===== src/rtl/sensor_packet_framer.sv =====
// sensor_packet_framer
//   Buffers sensor payload bytes and frames them for the radio as
//   PREAMBLE, SYNC, NODE_ID, LEN, payload[0..LEN-1], CHECKSUM.
//   The checksum is the XOR of NODE_ID, LEN and every payload byte. It is
//   accumulated as those bytes are emitted.
//
// Ports
//   clk, rst_n        clock; synchronous active-low reset
//   enable            low aborts any frame and clears the block, like reset
//   s_valid/s_data    payload byte in; s_ready is the acceptance qualifier
//   flush             one-cycle request to frame a partial, non-empty buffer
//   radio_tx_data     byte to radio, stable from the send strobe until the next load
//   radio_send        one-cycle send strobe
//   radio_busy        radio busy transmitting
//   frame_active      high from the first header byte load until frame_done
//   frame_done        one-cycle pulse after the checksum byte completes
//   overflow          one-cycle pulse per dropped payload byte
//   tmo_err           sticky: busy failed to rise within BUSY_TMO cycles
//   dbg_state         current FSM state, for observation only
//
// Handshakes
//   Payload in: a byte transfers on each cycle where s_valid && s_ready are
//   both high. If s_valid is high with s_ready low while enabled, the byte
//   is dropped and overflow pulses.
//   Radio out: the radio_send strobe is only issued when radio_busy is low.
//   The radio must then raise busy and later drop it. Dropping busy marks
//   the byte as done.

module sensor_packet_framer #(
  parameter logic [7:0]  NODE_ID  = 8'h01,
  parameter int unsigned MAX_LEN  = 8,
  parameter logic [7:0]  PREAMBLE = 8'hAA,
  parameter logic [7:0]  SYNC     = 8'h7E,
  parameter int unsigned BUSY_TMO = 4
) (
  input  logic       clk,
  input  logic       rst_n,
  input  logic       enable,
  input  logic       s_valid,
  input  logic [7:0] s_data,
  output logic       s_ready,
  input  logic       flush,
  output logic [7:0] radio_tx_data,
  output logic       radio_send,
  input  logic       radio_busy,
  output logic       frame_active,
  output logic       frame_done,
  output logic       overflow,
  output logic       tmo_err,
  output logic [2:0] dbg_state
);

  localparam int CW = $clog2(MAX_LEN + 6);
  localparam int AW = (MAX_LEN > 1) ? $clog2(MAX_LEN) : 1;
  localparam int TW = $clog2(BUSY_TMO + 1);

  typedef enum logic [2:0] {
    ST_IDLE    = 3'd0,
    ST_LOAD    = 3'd1,
    ST_SEND    = 3'd2,
    ST_WAIT_HI = 3'd3,
    ST_WAIT_LO = 3'd4,
    ST_NEXT    = 3'd5,
    ST_DONE    = 3'd6
  } state_e;

  state_e          state_q, state_d;
  logic [CW-1:0]   count_q, count_d;
  logic [CW-1:0]   idx_q, idx_d;
  logic [7:0]      len_q, len_d;
  logic [7:0]      chk_q, chk_d;
  logic [7:0]      tx_data_q, tx_data_d;
  logic            frame_active_q, frame_active_d;
  logic            tmo_err_q, tmo_err_d;
  logic [TW-1:0]   tmo_cnt_q, tmo_cnt_d;
  logic [7:0]      buf_q [0:(1<<AW)-1];

  logic            wr_en;
  logic [CW-1:0]   count_after;
  logic [CW-1:0]   last_idx;
  logic [7:0]      cur_byte;

  assign s_ready       = enable && (state_q == ST_IDLE) && (count_q < CW'(MAX_LEN));
  assign wr_en         = s_valid && s_ready;
  assign overflow      = s_valid && !s_ready && enable;
  assign count_after   = count_q + CW'(wr_en);
  // Index of the checksum byte: four header bytes precede the payload.
  assign last_idx      = CW'(len_q) + CW'(4);

  assign radio_send    = (state_q == ST_SEND);
  assign frame_done    = (state_q == ST_DONE);
  assign radio_tx_data = tx_data_q;
  assign frame_active  = frame_active_q;
  assign tmo_err       = tmo_err_q;
  assign dbg_state     = state_q;

  // Byte selected by the frame position.
  always_comb begin
    cur_byte = 8'h00;
    if (idx_q == CW'(0))       cur_byte = PREAMBLE;
    else if (idx_q == CW'(1))  cur_byte = SYNC;
    else if (idx_q == CW'(2))  cur_byte = NODE_ID;
    else if (idx_q == CW'(3))  cur_byte = len_q;
    else if (idx_q == last_idx) cur_byte = chk_q;
    else                       cur_byte = buf_q[AW'(idx_q - CW'(4))];
  end

  always_comb begin
    state_d        = state_q;
    count_d        = count_q;
    idx_d          = idx_q;
    len_d          = len_q;
    chk_d          = chk_q;
    tx_data_d      = tx_data_q;
    frame_active_d = frame_active_q;
    tmo_err_d      = tmo_err_q;
    tmo_cnt_d      = tmo_cnt_q;

    case (state_q)
      ST_IDLE: begin
        count_d = count_after;
        // A byte written this cycle counts toward the trigger, so a byte
        // that arrives with flush, or that fills the buffer, is framed.
        if ((count_after == CW'(MAX_LEN)) || (flush && (count_after != '0))) begin
          len_d   = 8'(count_after);
          idx_d   = '0;
          chk_d   = 8'h00;
          state_d = ST_LOAD;
        end
      end
      ST_LOAD: begin
        tx_data_d      = cur_byte;
        frame_active_d = 1'b1;
        if (!radio_busy) state_d = ST_SEND;
      end
      ST_SEND: begin
        tmo_cnt_d = '0;
        state_d   = ST_WAIT_HI;
      end
      ST_WAIT_HI: begin
        if (radio_busy) begin
          state_d = ST_WAIT_LO;
        end else if (tmo_cnt_q == TW'(BUSY_TMO - 1)) begin
          // The radio never acknowledged. The byte is treated as sent so
          // the frame still completes and no byte is repeated.
          tmo_err_d = 1'b1;
          state_d   = ST_NEXT;
        end else begin
          tmo_cnt_d = tmo_cnt_q + TW'(1);
        end
      end
      ST_WAIT_LO: begin
        if (!radio_busy) state_d = ST_NEXT;
      end
      ST_NEXT: begin
        // Fold NODE_ID, LEN and the payload into the checksum once each is out.
        if ((idx_q >= CW'(2)) && (idx_q < last_idx)) chk_d = chk_q ^ tx_data_q;
        if (idx_q == last_idx) begin
          state_d = ST_DONE;
        end else begin
          idx_d   = idx_q + CW'(1);
          state_d = ST_LOAD;
        end
      end
      ST_DONE: begin
        frame_active_d = 1'b0;
        count_d        = '0;
        idx_d          = '0;
        chk_d          = 8'h00;
        tx_data_d      = 8'h00;
        state_d        = ST_IDLE;
      end
      default: state_d = ST_IDLE;
    endcase

    // A low enable drops everything, including a partial frame.
    if (!enable) begin
      state_d        = ST_IDLE;
      count_d        = '0;
      idx_d          = '0;
      len_d          = 8'h00;
      chk_d          = 8'h00;
      tx_data_d      = 8'h00;
      frame_active_d = 1'b0;
      tmo_err_d      = 1'b0;
      tmo_cnt_d      = '0;
    end
  end

  always_ff @(posedge clk) begin
    if (!rst_n) begin
      state_q        <= ST_IDLE;
      count_q        <= '0;
      idx_q          <= '0;
      len_q          <= 8'h00;
      chk_q          <= 8'h00;
      tx_data_q      <= 8'h00;
      frame_active_q <= 1'b0;
      tmo_err_q      <= 1'b0;
      tmo_cnt_q      <= '0;
    end else begin
      state_q        <= state_d;
      count_q        <= count_d;
      idx_q          <= idx_d;
      len_q          <= len_d;
      chk_q          <= chk_d;
      tx_data_q      <= tx_data_d;
      frame_active_q <= frame_active_d;
      tmo_err_q      <= tmo_err_d;
      tmo_cnt_q      <= tmo_cnt_d;
    end
  end

  // Payload storage. The data needs no reset because count gates every read.
  always_ff @(posedge clk) begin
    if (wr_en) buf_q[AW'(count_q)] <= s_data;
  end

endmodule

===== config.mk =====
export PLATFORM = sky130hd
export DESIGN_NAME = sensor_packet_framer
export DESIGN_NICKNAME = d
export VERILOG_FILES = /design/src/rtl/sensor_packet_framer.sv
export SDC_FILE = /design/constraint.sdc
export NUM_CORES = 1
export LEC_CHECK = 0
export CORE_UTILIZATION = 50
export DETAILED_ROUTE_END_ITERATION = 10
export PLACE_DENSITY = 0.69
export SYNTH_ARGS = -nofsm -noshare
export SYNTH_HDL_FRONTEND = slang
export SYNTH_SLANG_ARGS = --single-unit

===== constraint.sdc =====
create_clock -name clk -period 3.1 [get_ports clk]
set_input_delay 0.62 -clock clk [delete_from_list [all_inputs] [get_ports clk]]
set_output_delay 0.62 -clock clk [all_outputs]
set_load 0.01 [all_outputs]

==> results of run 1 <==
metal layers:
| metal | up-vias | global-route usage (%) |
|---|---|---|
| li1 | 1556 | - |
| met1 | 1570 | 27.6 |
| met2 | 78 | 36.2 |
| met3 | 15 | 3.44 |
| met4 | 0 | 9.87 |
| met5 | - | 0 |
synth_stat cells (2+ instances only):
master | number | share of area (%)
a211o_1 | 8 | 1.5
a211oi_1 | 2 | 0.32
a21oi_1 | 26 | 2.8
a22o_1 | 3 | 0.57
a22oi_1 | 3 | 0.49
a31oi_1 | 5 | 0.68
a32o_1 | 3 | 0.65
and2_1 | 3 | 0.41
and3_1 | 6 | 0.81
buf_2 | 4 | 0.43
buf_4 | 2 | 0.32
buf_6 | 2 | 0.49
clkbuf_1 | 5 | 0.41
dfxtp_1 | 36 | 16
edfxtp_1 | 64 | 42
ha_1 | 12 | 3.2
inv_1 | 7 | 0.57
mux2_2 | 3 | 0.73
mux2i_1 | 8 | 1.7
mux4_2 | 12 | 5.8
nand2_1 | 40 | 3.2
nand2b_1 | 7 | 0.95
nand3_1 | 6 | 0.65
nand4_1 | 6 | 0.81
nor2_1 | 37 | 3.0
nor2b_1 | 6 | 0.81
nor3_1 | 11 | 1.2
nor3_2 | 2 | 0.43
nor3b_1 | 2 | 0.32
nor3b_2 | 8 | 2.2
o2111ai_1 | 2 | 0.38
o21ai_0 | 20 | 2.2
o22ai_1 | 2 | 0.27
or3_1 | 3 | 0.41
or4_1 | 2 | 0.32
xnor2_1 | 3 | 0.57
xor2_1 | 2 | 0.38
stage by stage:
stage	worst slack (ns)	hold slack (ns)	utilization, %	TNS [ns]
after floorplan	0.232	0.452	-	0
after global placement	0.0562	0.454	58.4	0
after detailed placement	-0.117	0.471	58.4	-0.291
after CTS	0.194	0.488	60.6	0
after global routing	0.107	0.521	60.7	0
final	0.285	0.485	60.7	0
cell type report:
| class | count | area share [%] |
|---|---|---|
| Sequential cell | 100 | 49.2 |
| Multi-Input combinational cell | 265 | 35.2 |
| Timing Repair Buffer | 54 | 8.94 |
| Tap cell | 108 | 2.52 |
| Clock buffer | 10 | 2.38 |
| Clock inverter | 6 | 1.30 |
| Inverter | 7 | 0.489 |
what timing repair did:
action	CTS	global route
gates resized for setup	0	1
endpoints found under the setup margin	0	1
hold buffers	0	0
state kept, by name, summed over array words and instances, names as in the netlist:
register	count
buf_q	64
chk_q	8
radio_tx_data	8
count_q	4
idx_q	4
len_q	4
dbg_state	3
tmo_cnt_q	3
frame_active	1
tmo_err	1
kinds of logic (layout without fill, tap and decap cells):
kind of cell | Yosys count | in the layout | share of synthesized area (%)
buf+inv | 20 | 77 | 2.22
fa+ha+maj | 12 | 12 | 3.24
compound gates | 80 | 80 | 11.1
flops | 100 | 100 | 57.1
xor+xnor | 5 | 5 | 0.946
simple gates | 145 | 145 | 17.1
mux | 23 | 23 | 8.30
path summary, 6_finish.rpt:
check	from	end	slack, ns	depth (start not counted)
max	dbg_state[2]	chk_q[3]	0.28	10
min	tmo_cnt_q[1]	tmo_cnt_q[1]	0.48	2
max reg2reg	dbg_state[2]	chk_q[3]	0.28	10
min reg2reg	tmo_cnt_q[1]	tmo_cnt_q[1]	0.48	2
power by group:
| group | internal (W) | switching, W | leakage, nW |
|---|---|---|---|
| registers | 0.00142 | 0.00000525 | 0.868 |
| logic | 0.0000553 | 0.0000644 | 0.989 |
| clock network | 0.000383 | 0.000459 | 0.0969 |
worst reg2reg max path: cells and delay by family (launching register included):
kind | cells | cell delay [ns]
AOI/OAI and AO/OA | 2 | 0.58
adders and majority gates | 2 | 0.45
xor gates and xnor gates | 1 | 0.21
DFF | 1 | 0.32
and+or+nand+nor | 4 | 0.96
buffers and inverters | 1 | 0.19
==> impl_metrics.py, run 1 <==
metrics = {
    "setup_path": {
        "critPathTopFamily": "simple AND/OR/NAND/NOR gates",
        "cp-start-kind": "flip-flop",
        "crit_chain": "or3_1 -> nor3_1 -> ha_1 -> ha_1 -> xor2_1 -> nor3_1 -> a211oi_4 -> nor3_2 -> buf_4 -> a211o_1",
        "crit_path_top_delay_cell": "or3_1",
        "cp-end-kind": "flip-flop",
        "crit_required_ns": 3.35,
        "cp.arrival_ns": 3.07,
        "cp_max_fo": 8,
        "crit_buf_inv": 1,
        "max_stage_delay_ns": 0.46,
        "crit_type": "reg2reg",
    },
    "layout": {
        "final_common_cell": "edfxtp_1",
        "area_growth_pct": 16.0,
        "diodes": 0,
        "layout.nets": 463,
        "ff_latch_area_um2": 2640,
        "drive_gt1_share_pct": 15.4,
        "layout_common_cells": "edfxtp_1 (64), nand2_1 (40), nor2_1 (37)",
        "stdcell_area_um2": 5370,
        "instances_no_fill": 550,
        "final.fill_count": 726,
        "multi_input_area_um2": 1890,
    },
    "placed_design": {
        "placed_cells": 534,
        "hpwlAfterDp_um": 6770,
        "placed_area_um2": 5170,
        "port_buffers": 30,
        "globalplace.congestion": 0.822,
    },
    "routing": {
        "wl_met1_um": 4220,
        "wl_um": 9560,
        "dr.max_layer_used": "met4",
        "met3_length_um": 422,
        "antenna_left": 0,
        "wl_per_cell_um": 17.4,
        "drtPass1Iterations": 6,
        "via_per_inst": 5.85,
        "met2WireLength_um": 4730,
        "drc_errors": 0,
        "drtIter0Drc": 157,
        "vias": 3219,
    },
    "floorplanning": {
        "die_area_um2": 9650,
        "die_w_um": 98.2,
        "ioPinCount": 31,
        "initial_core_util_pct": 52.3,
        "core_area_um2": 8850,
        "row_count": 34,
        "die_y_um": 98.2,
    },
    "synthesis": {
        "async_reset_ff_share_pct": 0,
        "seq_area_frac_synth_pct": 57.1,
        "syn_nets": 411,
        "yosysWarnings": 0,
        "synthFlopType": "edfxtp_1",
        "synthCells": 385,
        "synth_area_um2": 4630,
        "ys_ff_latch": 100,
        "synth.distinct_cells": 49,
        "syn_avg_cell_area_um2": 12.0,
        "synth_edf_count": 64,
    },
    "timing": {
        "finalMaxSlewViolations": 0,
        "hold_viol": 0,
        "clock-skew-final_ns": 0.0135,
        "slew_headroom_pct": 55.5,
        "period_minus_slack_ns": 2.82,
        "max_freq_mhz": 355,
        "finalSetupViolations": 0,
        "rsz0062_at_grt": "no",
        "tightest_slew_ns": 0.661,
        "post-route-period-util_pct": 90.8,
    },
    "clock_tree": {
        "cts_tree": "done",
        "post_cts_buffers": 0,
        "cts_root_buf": "clkbuf_8",
        "clk_pin_slew_ns": 0.09,
        "clock_sinks": 100,
        "clockBufferDepth": 2,
        "insertion_delay_ns": 0.37,
        "cts_buffers": 9,
        "htreeDepth": 3,
    },
    "status": {
        "outcome": "finished, final reports clean",
    },
    "grt": {
        "grt_max_degree": 23,
        "grt_usage_pct": 21.6,
        "grt_pass1_vias": 3172,
        "grt_pass1_wl_um": 16000,
        "antenna_found_initial": 0,
        "grt-ovfl-total": 0,
    },
    "flow_run": {
        "drv_cap": 0,
    },
    "pwr": {
        "peakVddDrop_v": 0.000261,
        "power_density_nw_per_um2": 445,
        "power_w": 0.00239,
        "p_leak_nw": 1.95,
    },
    "min_path": {
        "hp-class": "reg2reg",
    },
}
(Power assumes the default switching activity.)
==> run 2: changes to the inputs <==
CTS_BUF_LIST = sky130_fd_sc_hd__clkbuf_8   (was not set)
==> run 2 against run 1 <==
- total power hardly changed
- sequential power hardly changed
- sequential share of layout area stayed put
- routed wire length is 0.14% higher
- largest cell class unchanged
- largest power group unchanged
- highest routed layer unchanged
==> impl_metrics.py, run 2 (synthesized netlist as in run 1, its figures left out) <==
metrics = {
    "placed_design": {
        "placed_area_um2": 5170,
        "globalplace.congestion": 0.822,
        "placed_cells": 534,
        "hpwlAfterDp_um": 6770,
        "port_buffers": 30,
    },
    "floorplanning": {
        "ioPinCount": 31,
        "initial_core_util_pct": 52.3,
        "die_y_um": 98.2,
        "die_w_um": 98.2,
        "die_area_um2": 9650,
        "row_count": 34,
        "core_area_um2": 8850,
    },
    "timing": {
        "period_minus_slack_ns": 2.82,
        "rsz0062_at_grt": "no",
        "finalMaxSlewViolations": 0,
        "post-route-period-util_pct": 90.8,
        "max_freq_mhz": 355,
        "tightest_slew_ns": 0.666,
        "clock-skew-final_ns": 0.0138,
        "finalSetupViolations": 0,
        "slew_headroom_pct": 55.3,
        "hold_viol": 0,
    },
    "layout": {
        "stdcell_area_um2": 5370,
        "instances_no_fill": 550,
        "layout_common_cells": "edfxtp_1 (64), nand2_1 (40), nor2_1 (37)",
        "drive_gt1_share_pct": 15.4,
        "largest_reg_flops": 64,
        "largest-register": "buf_q",
        "final_common_cell": "edfxtp_1",
        "area_growth_pct": 16.0,
        "layout.nets": 463,
        "diodes": 0,
    },
    "clock_tree": {
        "clk_pin_slew_ns": 0.09,
        "clockBufferDepth": 2,
        "cts_tree": "done",
        "cts_buffers": 9,
        "htreeDepth": 3,
        "clock_sinks": 100,
        "cts_root_buf": "clkbuf_8",
        "insertion_delay_ns": 0.37,
        "cts_resized": 0,
        "post_cts_buffers": 0,
        "postCtsHoldBufs": 0,
    },
    "routing": {
        "antenna_left": 0,
        "wl_um": 9570,
        "vias": 3213,
        "wl_per_cell_um": 17.4,
        "via_per_inst": 5.84,
        "drc_errors": 0,
        "drtPass1Iterations": 6,
        "drtIter0Drc": 160,
    },
    "setup_path": {
        "critPathTopFamily": "simple AND/OR/NAND/NOR gates",
        "cp.arrival_ns": 3.07,
        "crit_buf_inv": 1,
        "cp-start-kind": "flip-flop",
        "crit_path_top_delay_cell": "or3_1",
        "cp-end-kind": "flip-flop",
        "max_stage_delay_ns": 0.46,
        "cp_max_fo": 8,
        "crit_type": "reg2reg",
        "crit_required_ns": 3.35,
        "crit_chain": "or3_1 -> nor3_1 -> ha_1 -> ha_1 -> xor2_1 -> nor3_1 -> a211oi_4 -> nor3_2 -> buf_4 -> a211o_1",
    },
    "status": {
        "outcome": "finished, final reports clean",
    },
    "pwr": {
        "peakVddDrop_v": 0.000261,
        "p_leak_nw": 1.96,
        "power_density_nw_per_um2": 445,
    },
    "grt": {
        "grt_pass1_vias": 3172,
        "grt_usage_pct": 21.6,
        "grt_pass1_wl_um": 16000,
        "grt_max_degree": 23,
        "grt-ovfl-total": 0,
        "antenna_found_initial": 0,
    },
    "flow_run": {
        "drv_cap": 0,
    },
    "min_path": {
        "hp-class": "reg2reg",
    },
}
## run 2: cell types whose count changed in the layout (fill, tap and decap cells not counted), sizes merged
cell    delta
inv        +1
clkbuf     -1
## run 2: path summary, 6_finish.rpt
| kind | from | endpoint | slack [ns] | cells after the start |
|---|---|---|---|---|
| worst max register to register | dbg_state[2] | chk_q[3] | 0.28 | 10 |
| worst min register to register | tmo_cnt_q[1] | tmo_cnt_q[1] | 0.48 | 2 |
| worst max-delay path | dbg_state[2] | chk_q[3] | 0.28 | 10 |
| worst min-delay path | tmo_cnt_q[1] | tmo_cnt_q[1] | 0.48 | 2 |
## run 2: area by class of cell
class,count,area (um^2)
fill,726,3480
clock buffer,9,124
clock inverter,7,73.8
multi-input combinational,265,1890
sequential,100,2640
timing repair buffer,54,480
inverter,7,26.3
tap,108,135
## run 2: report_power, final
group	internal, W	switching (W)	leakage (nW)
sequential	0.00142	0.00000525	0.868
clock	0.000379	0.000460	0.101
combinational	0.0000553	0.0000644	0.989
## run 2: metal layers
layer  vias to the layer above  track usage (%)  share of wire, %
li1                       1556                -                 -
met1                      1562             27.6                44
met2                        80             36.2                50
met3                        15             3.44               4.5
met4                         0             9.87               1.8
met5                         -                0                 0
## run 2: through the flow
stage	hold slack [ns]	total power [W]	setup slack [ns]	utilization [%]	setup TNS (ns)
5_1_grt	0.521	0.00247	0.107	60.7	0
3_3_place_gp	0.454	0.00158	0.0562	58.4	0
6_report	0.485	0.00239	0.285	60.7	0
4_1_cts	0.488	0.00240	0.194	60.6	0
3_5_place_dp	0.471	0.00158	-0.117	58.4	-0.291
2_1_floorplan	0.452	0.00152	0.232	-	0
## run 2: worst register-to-register path: stages, from the launching register on
cell      delay (ns)
dfxtp_1         0.32
or3_1           0.46
nor3_1          0.32
ha_1            0.23
ha_1            0.22
xor2_1          0.21
nor3_1          0.12
a211oi_4        0.28
nor3_2          0.06
buf_4           0.19
a211o_1         0.30
==> run 3: changes to the inputs <==
CAP_MARGIN = 10   (was not set)
CORE_UTILIZATION = 55   (was 50)
PLACE_DENSITY = 0.75   (was 0.69)
REMOVE_ABC_BUFFERS = 1   (was not set)
==> run 3 against run 2 <==
- core utilization grew 5.3 points
- register-to-register slack better by 0.03 ns
- fmax grew 0.98%
- sequential share of layout area fell by 0.25 points
- flip-flop and latch count did not move
- worst hold slack got worse by 0.010 ns
- largest cell class unchanged
- highest routed layer unchanged
==> impl_metrics.py, run 3 (synthesized netlist as in run 1, its figures left out) <==
metrics = {
    "routing": {
        "drtIter0Drc": 225,
        "drtPass1Iterations": 4,
        "vias": 3233,
        "wl_um": 9680,
        "via_per_inst": 5.89,
        "drc_errors": 0,
        "antenna_left": 0,
        "wl_per_cell_um": 17.6,
    },
    "timing": {
        "max_freq_mhz": 359,
        "hold_viol": 0,
        "period_minus_slack_ns": 2.79,
        "finalMaxSlewViolations": 0,
        "timing.hold.ws_ns": 0.474,
        "post-route-period-util_pct": 89.9,
        "rsz0062_at_grt": "no",
        "tns_ns": 0,
        "finalSetupViolations": 0,
        "slew_headroom_pct": 61.1,
        "tightest_slew_ns": 0.580,
        "clock-skew-final_ns": 0.0128,
    },
    "clock_tree": {
        "clockBufferDepth": 2,
        "cts_tree": "done",
        "insertion_delay_ns": 0.38,
        "postCtsHoldBufs": 0,
        "clk_pin_slew_ns": 0.10,
        "post_cts_buffers": 0,
        "cts_buffers": 9,
        "clock_sinks": 100,
        "cts_resized": 0,
        "cts_root_buf": "clkbuf_8",
        "htreeDepth": 3,
    },
    "setup_path": {
        "crit_required_ns": 3.37,
        "crit_type": "reg2reg",
        "timing.rr.start": "dbg_state[2]",
        "crit_chain": "or3_1 -> nor3_1 -> ha_1 -> ha_1 -> xor2_1 -> nor3_1 -> a211oi_4 -> nor3_2 -> buf_4 -> a211o_1",
        "ff2ff_setup_slack_ns": 0.31,
        "cp.arrival_ns": 3.05,
        "max_stage_delay_ns": 0.47,
        "crit_path_top_delay_cell": "or3_1",
        "cp-start-kind": "flip-flop",
        "crit_buf_inv": 1,
        "critPathTopFamily": "simple AND/OR/NAND/NOR gates",
        "cp_max_fo": 8,
        "startpoint": "dbg_state[2]",
        "cp-end-kind": "flip-flop",
    },
    "floorplanning": {
        "die_y_um": 93.7,
        "row_count": 33,
        "core_area_um2": 8180,
        "initial_core_util_pct": 56.6,
        "die_area_um2": 8790,
        "ioPinCount": 31,
        "die_w_um": 93.7,
    },
    "layout": {
        "layout.nets": 465,
        "diodes": 0,
        "final.fill_count": 617,
        "ff_latch_area_um2": 2640,
        "final_common_cell": "edfxtp_1",
        "largest-register": "buf_q",
        "layout_common_cells": "edfxtp_1 (64), nand2_1 (40), nor2_1 (37)",
        "drive_gt1_share_pct": 16.0,
        "area_growth_pct": 16.6,
        "largest_reg_flops": 64,
        "multi_input_area_um2": 1880,
    },
    "placed_design": {
        "hpwlAfterDp_um": 6670,
        "globalplace.congestion": 0.836,
        "port_buffers": 30,
    },
    "status": {
        "outcome": "finished, final reports clean",
    },
    "min_path": {
        "hp-class": "reg2reg",
        "worstHoldStart": "tmo_err",
    },
    "grt": {
        "grt_pass1_vias": 3177,
        "grt-ovfl-total": 0,
        "antenna_found_initial": 0,
        "grt_max_degree": 22,
        "grt_usage_pct": 23.8,
        "grt_pass1_wl_um": 15600,
    },
    "pwr": {
        "p_leak_nw": 1.98,
        "power_density_nw_per_um2": 455,
        "peakVddDrop_v": 0.000396,
    },
    "flow_run": {
        "drv_cap": 0,
    },
}
run 3: cell types whose count changed in the layout (fill, tap and decap cells not counted), sizes merged:
| cell | change |
|---|---|
| buf | +2 |
| clkinvlp | -1 |
| inv | +1 |
run 3: where the power goes:
| group | switching [W] | total (W) | leakage [nW] | internal (W) |
|---|---|---|---|---|
| clock | 0.000505 | 0.000905 | 0.111 | 0.000400 |
| sequential | 0.00000531 | 0.00143 | 0.868 | 0.00142 |
| combinational | 0.0000647 | 0.000121 | 0.998 | 0.0000565 |
run 3: cell type report:
| type | instances | share of cell area, % |
|---|---|---|
| flip-flops and latches | 100 | 48.9 |
| multi-input cells | 265 | 34.9 |
| repair buffers | 56 | 9.18 |
| well taps | 105 | 2.43 |
| clock buffers | 9 | 2.29 |
| clock inverters | 7 | 1.76 |
| inverters | 7 | 0.487 |
run 3: metal layers:
| metal | up-vias | track usage, % | part of all wire [%] |
|---|---|---|---|
| met5 | - | 0 | 0 |
| met4 | 0 | 8.97 | 1.6 |
| met3 | 14 | 4.45 | 4.6 |
| met2 | 82 | 40.2 | 49 |
| met1 | 1575 | 30.5 | 45 |
| li1 | 1562 | - | - |
run 3: worst min-delay path: cells and delay by family, from the launching register on:
family,cells,cell delay [ns]
compound gates,1,0.04
flops,1,0.34
simple gates,1,0.07
run 3: worst paths after layout:
path / end / cells past startpoint
max reg2reg: chk_q[0] / 10
min reg2reg: tmo_err / 2
min: tmo_err / 2
max: chk_q[0] / 10
run 3: stage by stage:
| stage | instance area (um^2) | util, % | power [W] | instances | worst slack, ns |
|---|---|---|---|---|---|
| 2_1_floorplan | 4550 | - | 0.00152 | 372 | 0.196 |
| 3_3_place_gp | 5180 | 63.4 | 0.00158 | 533 | 0.101 |
| 3_5_place_dp | 5180 | 63.4 | 0.00158 | 533 | -0.00440 |
| 4_1_cts | 5400 | 66.0 | 0.00247 | 549 | 0.302 |
| 5_1_grt | 5400 | 66.0 | 0.00253 | 549 | 0.0931 |
| 6_report | 5400 | 66.0 | 0.00246 | 549 | 0.312 |
